### src/rtl/alu_arbiter.sv
// Two-requester round-robin arbiter in front of a shared combinational ALU,
// with a single-entry registered response buffer and per-requester counters.
package alu_arbiter_pkg;
    localparam logic [2:0] ALU_NOP         = 3'd0;
    localparam logic [2:0] ALU_ARITH       = 3'd1;
    localparam logic [2:0] ALU_ARITH_IMM   = 3'd2;
    localparam logic [2:0] ALU_BRANCH_COND = 3'd3;
    localparam logic [3:0] FUNC_ADD        = 4'd0;
    localparam logic [3:0] FUNC_SUB        = 4'd1;
    localparam logic [1:0] SIGN_POS        = 2'b00;
    localparam logic [1:0] SIGN_ZERO       = 2'b01;
    localparam logic [1:0] SIGN_NEG        = 2'b10;
endpackage

module alu_arbiter #(
    parameter int LEN   = 32,
    parameter int CNT_W = 16
) (
    input  logic                 clk,
    input  logic                 rst_n,
    input  logic                 req0_valid,
    output logic                 req0_ready,
    input  logic [4*LEN+6:0]     req0_op,
    input  logic                 req1_valid,
    output logic                 req1_ready,
    input  logic [4*LEN+6:0]     req1_op,
    output logic [LEN-1:0]       alu_rs1,
    output logic [LEN-1:0]       alu_rs2,
    output logic [LEN-1:0]       alu_imm,
    output logic [LEN-1:0]       alu_pc,
    output logic [2:0]           alu_signal,
    output logic [3:0]           alu_func_code,
    input  logic [LEN-1:0]       alu_result,
    input  logic [1:0]           alu_sign_bits,
    output logic                 resp_valid,
    input  logic                 resp_ready,
    output logic [LEN-1:0]       resp_result,
    output logic [1:0]           resp_sign_bits,
    output logic                 resp_id,
    output logic [CNT_W-1:0]     issue_cnt0,
    output logic [CNT_W-1:0]     issue_cnt1
);
    import alu_arbiter_pkg::*;

    typedef enum logic {EMPTY, FULL} state_t;

    state_t           state_q, state_d;
    logic [LEN-1:0]   result_q, result_d;
    logic [1:0]       sign_q, sign_d;
    logic             id_q, id_d;
    logic             prio_q, prio_d;
    logic [CNT_W-1:0] cnt0_q, cnt0_d;
    logic [CNT_W-1:0] cnt1_q, cnt1_d;

    logic             can_issue;
    logic             grant;
    logic             winner;
    logic [4*LEN+6:0] sel_op;

    // rst_n gates issue so no ready is shown while reset is held
    always_comb begin
        can_issue = rst_n && ((state_q == EMPTY) || resp_ready);
        grant     = can_issue && (req0_valid || req1_valid);
        winner    = (req0_valid && req1_valid) ? prio_q : req1_valid;
    end

    assign req0_ready = grant && !winner;
    assign req1_ready = grant && winner;
    assign sel_op     = winner ? req1_op : req0_op;

    always_comb begin
        alu_rs1       = '0;
        alu_rs2       = '0;
        alu_imm       = '0;
        alu_pc        = '0;
        alu_signal    = ALU_NOP;
        alu_func_code = '0;
        if (grant) begin
            alu_rs1       = sel_op[4*LEN+6 -: LEN];
            alu_rs2       = sel_op[3*LEN+6 -: LEN];
            alu_imm       = sel_op[2*LEN+6 -: LEN];
            alu_pc        = sel_op[LEN+6 -: LEN];
            alu_signal    = sel_op[6:4];
            alu_func_code = sel_op[3:0];
        end
    end

    always_comb begin
        state_d  = state_q;
        result_d = result_q;
        sign_d   = sign_q;
        id_d     = id_q;
        prio_d   = prio_q;
        cnt0_d   = cnt0_q;
        cnt1_d   = cnt1_q;
        unique case (state_q)
            EMPTY: if (grant) state_d = FULL;
            FULL:  if (resp_ready && !grant) state_d = EMPTY;
            default: state_d = EMPTY;
        endcase
        if (grant) begin
            result_d = alu_result;
            sign_d   = alu_sign_bits;
            id_d     = winner;
            prio_d   = ~winner;
        end
        if (req0_ready && (cnt0_q != '1)) cnt0_d = cnt0_q + 1'b1;
        if (req1_ready && (cnt1_q != '1)) cnt1_d = cnt1_q + 1'b1;
    end

    always_ff @(posedge clk or negedge rst_n) begin
        if (!rst_n) begin
            state_q  <= EMPTY;
            result_q <= '0;
            sign_q   <= '0;
            id_q     <= 1'b0;
            prio_q   <= 1'b0;
            cnt0_q   <= '0;
            cnt1_q   <= '0;
        end else begin
            state_q  <= state_d;
            result_q <= result_d;
            sign_q   <= sign_d;
            id_q     <= id_d;
            prio_q   <= prio_d;
            cnt0_q   <= cnt0_d;
            cnt1_q   <= cnt1_d;
        end
    end

    assign resp_valid     = (state_q == FULL);
    assign resp_result    = result_q;
    assign resp_sign_bits = sign_q;
    assign resp_id        = id_q;
    assign issue_cnt0     = cnt0_q;
    assign issue_cnt1     = cnt1_q;

endmodule

### config.mk
export PLATFORM = sky130hd
export DESIGN_NAME = alu_arbiter
export DESIGN_NICKNAME = d
export VERILOG_FILES = /design/src/rtl/alu_arbiter.sv
export SDC_FILE = /design/constraint.sdc
export NUM_CORES = 1
export LEC_CHECK = 0
export ABC_AREA = 1
export CORE_AREA = 4 4 200 202
export DETAILED_ROUTE_END_ITERATION = 6
export DIE_AREA = 0 0 204 206
export GPL_TIMING_DRIVEN = 0
export SLEW_MARGIN = 15
export SYNTH_ARGS = -nofsm -noshare
export SYNTH_HDL_FRONTEND = slang
export SYNTH_SLANG_ARGS = --single-unit
export TNS_END_PERCENT = 5
### constraint.sdc
create_clock -name clk -period 3.7 [get_ports clk]
set_input_delay 0.74 -clock clk [delete_from_list [all_inputs] [get_ports clk]]
set_output_delay 0.74 -clock clk [all_outputs]
set_load 0.02 [all_outputs]
==> flow_summary.json, run 1 <==
{
  "status": "finished, final reports clean",
  "peakVddDrop_v": 0.0002362,
  "cts_buffers": 9,
  "crit_start": "req1_valid",
  "critPathMaxStageDelay_ns": 0.63,
  "path_delay_family": "buffers and inverters",
  "arrival_ns": 2.86,
  "drive_gt1_frac": 0.06224,
  "ys_types": 28,
  "critPathLaunchType": "input port",
  "r2r-end": "issue_cnt1[8]",
  "drt_wl_total_um": 37540,
  "syn_area_mm2": 0.005165,
  "seq_area_mm2": 0.001727,
  "synth-xor-area-share": 0.02204,
  "required_ns": 2.96,
  "synth_nets": 1208,
  "max_freq_ghz": 0.2774,
  "grt_max_degree": 29,
  "io_pins": 514,
  "synth_top_family_by_area": "simple AND/OR/NAND/NOR gates",
  "clkTransAtPathRegs_ns": 0.05,
  "cp_max_fo": 10,
  "portBuffers": 513,
  "worstHoldPathType": "input port to async pin",
  "dp_hpwl_um": 32800,
  "r2r_start": "issue_cnt1[0]",
  "path_class": "input port to primary output",
  "endpoint_kind": "primary output",
  "cts_root_buf": "clkbuf_16",
  "ys_ff_latch": 69,
  "path_buf_inv": 6,
  "num_rows": 72,
  "synth_ff_type": "dfrtp_1",
  "cp_num_cells": 8,
  "total_leakage_power_nw": 6.074,
  "dr.first_iter.drc_count": 397,
  "p_per_area_mw_per_mm2": 290.8,
  "synth_adder_area_share": 0.004845,
  "ys_async_sr_fraction": 1.000,
  "post-route-period-util": 0.9743,
  "fin_cells": 1957,
  "worst_slew_pin_slew_ns": 0.4872,
  "path_cells": "clkdlybuf4s50_1 -> o21a_1 -> buf_4 -> nand3_2 -> inv_2 -> buf_6 -> buf_4 -> clkdlybuf4s50_1",
  "cts_tree": "done",
  "synthSimpleGateAreaFrac": 0.5608,
  "yosysWarningCount": 0,
  "grt-ovfl-total": 0,
  "synthCells": 897,
  "fin_crit_ns": 3.605,
  "ant_nets": 0,
  "fin_total_pwr_mw": 3.301,
  "die_w_um": 204,
  "fillers": 4173,
  "final-hold-violation-count": 0,
  "synth-compound-area-share": 0.01357,
  "fin_util": 0.2965,
  "routedWlPerCell_um": 19.18,
  "synth.area.mux_share": 0,
  "crit_slowest_cell": "clkdlybuf4s50_1",
  "report.final.slew_viol_count": 0,
  "dp.cells": 1929,
  "vias_per_cell": 3.890,
  "synthToLayoutAreaGrowth_pct": 119.8,
  "rsz0062_at_grt": "true",
  "dieHeight_um": 206,
  "cap_violations": 0,
  "synth_edf_count": 0,
  "vias": 7612,
  "cts_buffer_depth": 2,
  "cts_max_level": 3,
  "dieArea_mm2": 0.04202,
  "syn_avg_cell_area_um2": 5.758,
  "drtPass1Iterations": 4,
  "gr-usage-all-layers": 0.1636,
  "clk_latency_ns": 0.34,
  "coreArea_mm2": 0.03829,
  "slew_headroom": 0.6752,
  "gp_congestion": 0.8999,
  "synth-seq-area-share": 0.3343,
  "initial_core_util": 0.1349,
  "fin_worst_skew_ns": 0.008253,
  "grt_pass1_wl_um": 50540,
  "grt_pass1_vias": 7359,
  "setup_viol": 0,
  "cts.sinks": 69,
  "reg2reg_slack_ns": 1.81,
  "drc": 0,
  "multi_input_comb_area_mm2": 0.003113,
  "layout.nets": 1736,
  "antenna_found_initial": 7,
  "reg2reg_depth": 9
}
## per-stage QoR
step / hold WS (ns) / setup slack [ns] / cell area (µm²) / setup TNS, ns
finish: 0.2394 / 0.09509 / 11350 / 0
global route: 0.2316 / -0.003678 / 11340 / -0.003678
CTS: 0.2266 / -0.2607 / 11230 / -2.986
detailed placement: 0.4574 / -0.8582 / 10970 / -67.19
global placement: 0.4534 / -3.316 / 10950 / -534.49
floorplan: 0.4444 / 1.174 / 5165 / 0
## registers in the layout (all words and copies together) (netlist names)
| name | flops |
|---|---|
| resp_valid | 1 |
| issue_cnt0 | 16 |
| resp_id | 1 |
| resp_sign_bits | 2 |
| prio_q | 1 |
| resp_result | 32 |
| issue_cnt1 | 16 |
## synthesized netlist by cell type, types with 4 or more instances
cell	n	area (µm²)
buf_2	32	160.2
dfrtp_1	69	1727
xor2_1	6	52.55
clkbuf_1	5	18.77
nand2_1	629	2361
o21ai_0	4	20.02
nand3_1	49	245.2
xnor2_1	7	61.31
nand4_1	10	62.56
nor2_1	34	127.6
inv_1	22	82.58
buf_4	5	37.54
## repair_timing
item	4_1_cts	5_1_grt
cloned	1	0
setup buffers	0	2
hold endpoints to repair	0	0
hold buffers	0	0
setup endpoints to repair	137	63
resized for setup	133	74
pin swaps	0	1
## routing by layer
metal | global-route usage | part of all wire | vias to the layer above
met5 | 0 | 0 | -
met4 | 0.06150 | 0.029 | 0
met3 | 0.04346 | 0.080 | 37
met2 | 0.2860 | 0.50 | 341
met1 | 0.1927 | 0.39 | 3428
li1 | - | - | 3806
## worst max path at each step
stage | end | slack [ns]
6_report | req0_ready | 0.1
5_1_grt | req0_ready | -0.004
4_1_cts | alu_rs1[2] | -0.26
3_5_place_dp | alu_pc[0] | -0.86
3_3_place_gp | alu_pc[0] | -3.32
2_1_floorplan | alu_rs1[22] | 1.17
## layout by cell type (no fill, tap or decap), types with 2 or more instances in the layout
cell type        synthesis  final
a21oi_1                  2      2
buf_1                    2      2
buf_2                   32      8
buf_4                    5     18
buf_6                    2      7
clkbuf_1                 5      5
clkbuf_16                0      9
clkbuf_2                 0     11
clkbuf_4                 0     10
clkbuf_8                 0      2
clkdlybuf4s15_1          0     11
clkdlybuf4s15_2          0      3
clkdlybuf4s50_1          0    378
clkinv_2                 0      3
dfrtp_1                 69     69
diode_2                  0      9
dlygate4sd2_1            0     75
dlymetal6s2s_1           0     34
ha_1                     2      2
inv_1                   22     22
nand2_1                629    626
nand2_2                  2      5
nand3_1                 49     49
nand3_2                  2      2
nand3b_1                 2      2
nand4_1                 10     10
nor2_1                  34     34
nor2_2                   2      2
nor2_4                   2      2
o21ai_0                  4      4
xnor2_1                  7      7
xor2_1                   6      6
## area by class of cell
type | instances | area share
clock inverter | 4 | 0.001984
buffer | 46 | 0.02866
tap | 518 | 0.05709
inverter | 23 | 0.007605
sequential | 69 | 0.1521
multi-input combinational | 759 | 0.2742
clock buffer | 12 | 0.02259
antenna | 9 | 0.001984
timing repair buffer | 517 | 0.4538
## cells by family after synthesis
| group | count (synthesis) |
|---|---|
| flops | 69 |
| compound gates | 10 |
| fa+ha+maj | 2 |
| buf+inv | 69 |
| xor+xnor | 13 |
| simple gates | 734 |
## where the power goes
| group | leakage (nW) | internal [mW] | switching, mW |
|---|---|---|---|
| Combinational | 5.04 | 0.738 | 0.782 |
| Sequential | 0.892 | 0.859 | 0.106 |
| Clock | 0.138 | 0.487 | 0.329 |
| Total | 6.07 | 2.08 | 1.22 |
No activity file was read; power rests on OpenSTA's default activity.
==> run 2: changes to the inputs <==
--- a/config.mk
+++ b/config.mk
@@ -10,6 +10,7 @@
 export DETAILED_ROUTE_END_ITERATION = 6
 export DIE_AREA = 0 0 204 206
 export GPL_TIMING_DRIVEN = 0
+export SKIP_LAST_GASP = 1
 export SLEW_MARGIN = 15
 export SYNTH_ARGS = -nofsm -noshare
 export SYNTH_HDL_FRONTEND = slang
==> run 2 against run 1 <==
The flow now finishes with violations (negative setup slack). Cell area grew 0.14%. Total power grew 1.6%. Die area is the same. Combinational power grew 3%. First-iteration DRC count grew 7.1%. Wire length shrank 0.51%. Critical path depth grew 2. Sequential power is essentially flat.
==> flow_summary.json, run 2 (same netlist as run 1, synthesis figures left out) <==
{
  "reg2reg_depth": 9,
  "die_w_um": 204,
  "r2r_start": "issue_cnt1[0]",
  "gr-usage-all-layers": 0.1636,
  "comb_power_share": 0.469,
  "total_leakage_power_nw": 5.309,
  "drive_gt1_frac": 0.05322,
  "seq_power_share": 0.288,
  "portBuffers": 513,
  "r2r-end": "issue_cnt1[8]",
  "fin_total_pwr_mw": 3.353,
  "fin_crit_ns": 3.912,
  "grt_pass1_vias": 7358,
  "critPathMaxStageDelay_ns": 0.69,
  "io_pins": 514,
  "peakVddDrop_v": 0.0002361,
  "status": "finished, violations left",
  "slew_headroom": 0.6743,
  "cts_buffers": 9,
  "max_freq_ghz": 0.2556,
  "cts_root_buf": "clkbuf_16",
  "path_cells": "clkdlybuf4s50_1 -> o21a_1 -> buf_4 -> nand3_2 -> inv_2 -> buf_4 -> buf_2 -> nand2_1 -> nand2_1 -> clkdlybuf4s50_1",
  "endpoint_kind": "primary output",
  "dieArea_mm2": 0.04202,
  "cts.sinks": 69,
  "fillers": 4150,
  "cts_buffer_depth": 2,
  "num_rows": 72,
  "critPathLaunchType": "input port",
  "arrival_ns": 3.17,
  "path_buf_inv": 6,
  "clk_latency_ns": 0.34,
  "dr.first_iter.drc_count": 425,
  "switching_share": 0.3631,
  "initial_core_util": 0.1349,
  "synthToLayoutAreaGrowth_pct": 120.1,
  "antenna_found_initial": 10,
  "reg2reg_slack_ns": 1.81,
  "cts_tree": "done",
  "gp_congestion": 0.8999,
  "post-route-period-util": 1.057,
  "worst_slew_pin_slew_ns": 0.4886,
  "setup_slack_ns": -0.2121,
  "vias_per_cell": 3.864,
  "cap_violations": 0,
  "vias": 7558,
  "grt_pass1_wl_um": 50510,
  "fin_tns_setup_ns": -10.13,
  "setup_viol": 113,
  "largest_reg_flops": 32,
  "required_ns": 2.96,
  "violations": "negative setup slack",
  "worstHoldPathType": "input port to async pin",
  "dp_hpwl_um": 32800,
  "fin_worst_skew_ns": 0.008630,
  "cp_max_fo": 10,
  "fin_util": 0.2969,
  "drtPass1Iterations": 5,
  "drc": 0,
  "routedWlPerCell_um": 19.09,
  "grt_max_degree": 29,
  "grt-ovfl-total": 0,
  "p_clk_frac": 0.243,
  "dieHeight_um": 206,
  "ant_nets": 0,
  "power.internal_mw": 2.135,
  "p_per_area_mw_per_mm2": 294.9,
  "p_switching_mw": 1.217,
  "holdBufCountCts": 0,
  "cts_max_level": 3,
  "final-hold-violation-count": 0,
  "crit_slowest_cell": "clkdlybuf4s50_1",
  "final_cell_mix": "nand2_1, clkdlybuf4s50_1, dfrtp_1",
  "coreArea_mm2": 0.03829,
  "final_common_cell": "nand2_1",
  "clkTransAtPathRegs_ns": 0.05,
  "report.final.slew_viol_count": 0,
  "layout.nets": 1734,
  "rsz0062_at_grt": "true",
  "path_delay_family": "buffers and inverters",
  "drt_wl_total_um": 37350,
  "path_class": "input port to primary output"
}
-- run 2: changes by cell type in the layout (fill, tap and decap cells not counted) --
cell	previous run	this run
dlygate4sd2_1	75	6
clkbuf_2	11	0
diode_2	9	10
buf_4	18	13
buf_2	8	21
buf_6	7	5
clkbuf_4	10	2
dlymetal6s2s_1	34	5
clkdlybuf4s15_1	11	1
clkdlybuf4s50_1	378	497
-- run 2: power groups by stage --
stage,Clock [mW],Sequential [mW],Combinational [mW]
6_report,0.815,0.965,1.57
5_1_grt,0.878,0.986,1.69
4_1_cts,0.840,0.966,1.60
3_5_place_dp,0,0.976,1.58
3_3_place_gp,0,0.975,1.57
2_1_floorplan,0,1.09,0.486
-- run 2: worst max path at each step --
stage,start,end,slack [ns],cells after the start
finish,req1_valid,alu_rs1[28],-0.21,10
global route,req1_valid,alu_rs2[26],-0.35,10
CTS,req1_valid,alu_rs2[27],-0.27,10
detailed placement,rst_n,alu_pc[0],-0.86,11
global placement,rst_n,alu_pc[0],-3.32,10
floorplan,resp_ready,alu_rs1[22],1.17,8
-- run 2: per-stage QoR --
step / instance area, µm² / hold WS (ns) / setup WS [ns] / std cells
6_report: 11370 / 0.2384 / -0.2121 / 1956
3_5_place_dp: 10970 / 0.4574 / -0.8582 / 1929
4_1_cts: 11330 / 0.2266 / -0.2682 / 1946
3_3_place_gp: 10950 / 0.4534 / -3.316 / 1928
5_1_grt: 11360 / 0.2316 / -0.3544 / 1953
2_1_floorplan: 5165 / 0.4444 / 1.174 / 897
-- run 2: repair_timing --
| item | in CTS | in global routing |
|---|---|---|
| setup buffers | 0 | 0 |
| cloned | 1 | 0 |
| endpoints found under the hold margin | 0 | 0 |
| endpoints found under the setup margin | 137 | 132 |
| resized for setup | 34 | 7 |
-- run 2: cell type report --
| cell class | count | area [µm²] | area share |
|---|---|---|---|
| multi-input cells | 759 | 3113 | 0.2738 |
| well taps | 518 | 648.1 | 0.05701 |
| repair buffers | 515 | 5205 | 0.4578 |
| clock buffers | 12 | 256.5 | 0.02256 |
| plain buffers | 46 | 285.3 | 0.02509 |
| clock inverters | 4 | 22.52 | 0.001981 |
| inverters | 23 | 86.33 | 0.007594 |
| flip-flops and latches | 69 | 1727 | 0.1519 |
| diodes | 10 | 25.02 | 0.002201 |
-- run 2: layer usage --
layer	track usage	routed length, µm
met2	0.2857	18580
met4	0.06222	1085
met3	0.04315	2986
met1	0.1927	14700
met5	0	0
==> run 3: changes to the inputs <==
==> constraint.sdc (replaced) <==
create_clock -name clk -period 4.82 [get_ports clk]
set_input_delay 0.964 -clock clk [delete_from_list [all_inputs] [get_ports clk]]
set_output_delay 0.964 -clock clk [all_outputs]
set_load 0.02 [all_outputs]
==> run 3 against run 2 <==
The flow now finishes without violations. Critical path type unchanged. Sequential power decreased by 23%. Highest routed layer unchanged. Die area unchanged. Wire length is essentially flat. Cell area down 0.50%. Combinational power decreased by 23%. Flip-flop and latch count is the same.
==> flow_summary.json, run 3 (same netlist as run 1, synthesis figures left out) <==
{
  "portBuffers": 513,
  "antenna_found_initial": 8,
  "cp_max_fo": 28,
  "post-route-period-util": 0.9594,
  "drc": 0,
  "arrival_ns": 3.66,
  "cts_max_level": 3,
  "fin_cells": 1956,
  "p_per_area_mw_per_mm2": 227.3,
  "gr-usage-all-layers": 0.1630,
  "cts_buffer_depth": 2,
  "max_freq_ghz": 0.2163,
  "drive_gt1_frac": 0.04832,
  "die_w_um": 204,
  "worst_slew_pin_slew_ns": 0.4873,
  "layout.nets": 1734,
  "cts_buffers": 9,
  "drt_wl_total_um": 37310,
  "rsz0062_at_grt": "true",
  "grt_pass1_wl_um": 50340,
  "path_cells": "buf_4 -> buf_16 -> o21a_1 -> buf_4 -> nand3_2 -> inv_2 -> buf_2 -> buf_2 -> nand2_1 -> nand2_1 -> clkdlybuf4s50_1",
  "setup_viol": 0,
  "worst_hold_slack_ns": 0.4669,
  "synthToLayoutAreaGrowth_pct": 119.0,
  "post_cts_buffers": 0,
  "final_common_cell": "nand2_1",
  "vias_per_cell": 3.875,
  "fin_crit_ns": 4.624,
  "fin_worst_skew_ns": 0.008401,
  "clkTransAtPathRegs_ns": 0.05,
  "cts_root_buf": "clkbuf_16",
  "holdBufCountCts": 0,
  "routedWlPerCell_um": 19.08,
  "gp_congestion": 0.8999,
  "num_rows": 72,
  "peakVddDrop_v": 0.0001819,
  "multi_input_comb_area_mm2": 0.003105,
  "status": "finished, final reports clean",
  "dieArea_mm2": 0.04202,
  "cts.sinks": 69,
  "required_ns": 3.86,
  "grt-ovfl-total": 0,
  "endpoint_kind": "primary output",
  "initial_core_util": 0.1349,
  "critPathMaxStageDelay_ns": 0.77,
  "slew_headroom": 0.6751,
  "seq_area_mm2": 0.001727,
  "fin_total_pwr_mw": 2.571,
  "fillers": 4141,
  "io_pins": 514,
  "critPathLaunchType": "input port",
  "report.final.slew_viol_count": 0,
  "cap_violations": 0,
  "cts_tree": "done",
  "grt_pass1_vias": 7348,
  "grt_max_degree": 56,
  "ant_nets": 0,
  "worstHoldPathType": "register to register",
  "setup_slack_ns": 0.1958,
  "drtPass1Iterations": 6,
  "dieHeight_um": 206,
  "path_class": "input port to primary output",
  "dp_hpwl_um": 32800,
  "dr.first_iter.drc_count": 441,
  "dp_slack_ns": -0.1862,
  "total_leakage_power_nw": 5.202,
  "vias": 7580,
  "coreArea_mm2": 0.03829,
  "fin_util": 0.2955,
  "largest_reg_flops": 32,
  "final-hold-violation-count": 0,
  "dp.cells": 1929,
  "crit_slowest_cell": "clkdlybuf4s50_1",
  "clk_latency_ns": 0.33,
  "final_cell_mix": "nand2_1, clkdlybuf4s50_1, dfrtp_1"
}
[run 3: what timing repair did]
| action | 4_1_cts | 5_1_grt |
|---|---|---|
| endpoints found under the setup margin | 12 | 49 |
| pin swaps | 0 | 0 |
| resized for setup | 2 | 4 |
| gates cloned | 0 | 1 |
[run 3: final timing paths]
path / from / endpoint / slack (ns) / depth (start not counted)
setup / recovery: rst_n / alu_rs2[28] / 0.20 / 11
hold / removal: resp_result[9] / resp_result[9] / 0.47 / 2
setup reg to reg: issue_cnt1[0] / issue_cnt1[8] / 2.93 / 9
hold reg to reg: resp_result[9] / resp_result[9] / 0.47 / 2
max in group asynchronous: rst_n / issue_cnt0[0] / 3.84 / 2
min in group asynchronous: rst_n / resp_result[4] / 0.51 / 1
[run 3: final cells by class]
class,count,share of cell area
Inverter,23,0.007632
Timing Repair Buffer,515,0.4586
Tap cell,518,0.05729
Clock inverter,4,0.001991
Antenna cell,10,0.002212
Clock buffer,12,0.02267
Sequential cell,69,0.1526
Multi-Input combinational cell,759,0.2745
Buffer,46,0.02245
[run 3: power breakdown]
part,switching (mW),total [mW],leakage [nW],internal (mW)
combinational,0.602,1.21,4.17,0.604
clock,0.251,0.624,0.138,0.374
sequential,0.0814,0.741,0.892,0.659
total,0.934,2.57,5.20,1.64
[run 3: per-layer routing]
| metal | global-route usage | part of all wire |
|---|---|---|
| met1 | 0.1917 | 0.39 |
| met3 | 0.04299 | 0.080 |
| met4 | 0.06222 | 0.028 |
| met5 | 0 | 0 |
| met2 | 0.2850 | 0.50 |
[run 3: worst max-delay path: cells and delay by family]
family                 cells  cell delay [ns]
AOI/OAI and AO/OA          1             0.14
buffers and inverters      7             2.24
and+or+nand+nor            3             0.26
[run 3: stage by stage]
step | cell area, µm² | setup TNS (ns)
floorplan | 5165 | 0
global placement | 10950 | -332.65
detailed placement | 10970 | -0.6255
CTS | 11260 | -0.2437
global route | 11300 | -0.1804
finish | 11310 | 0
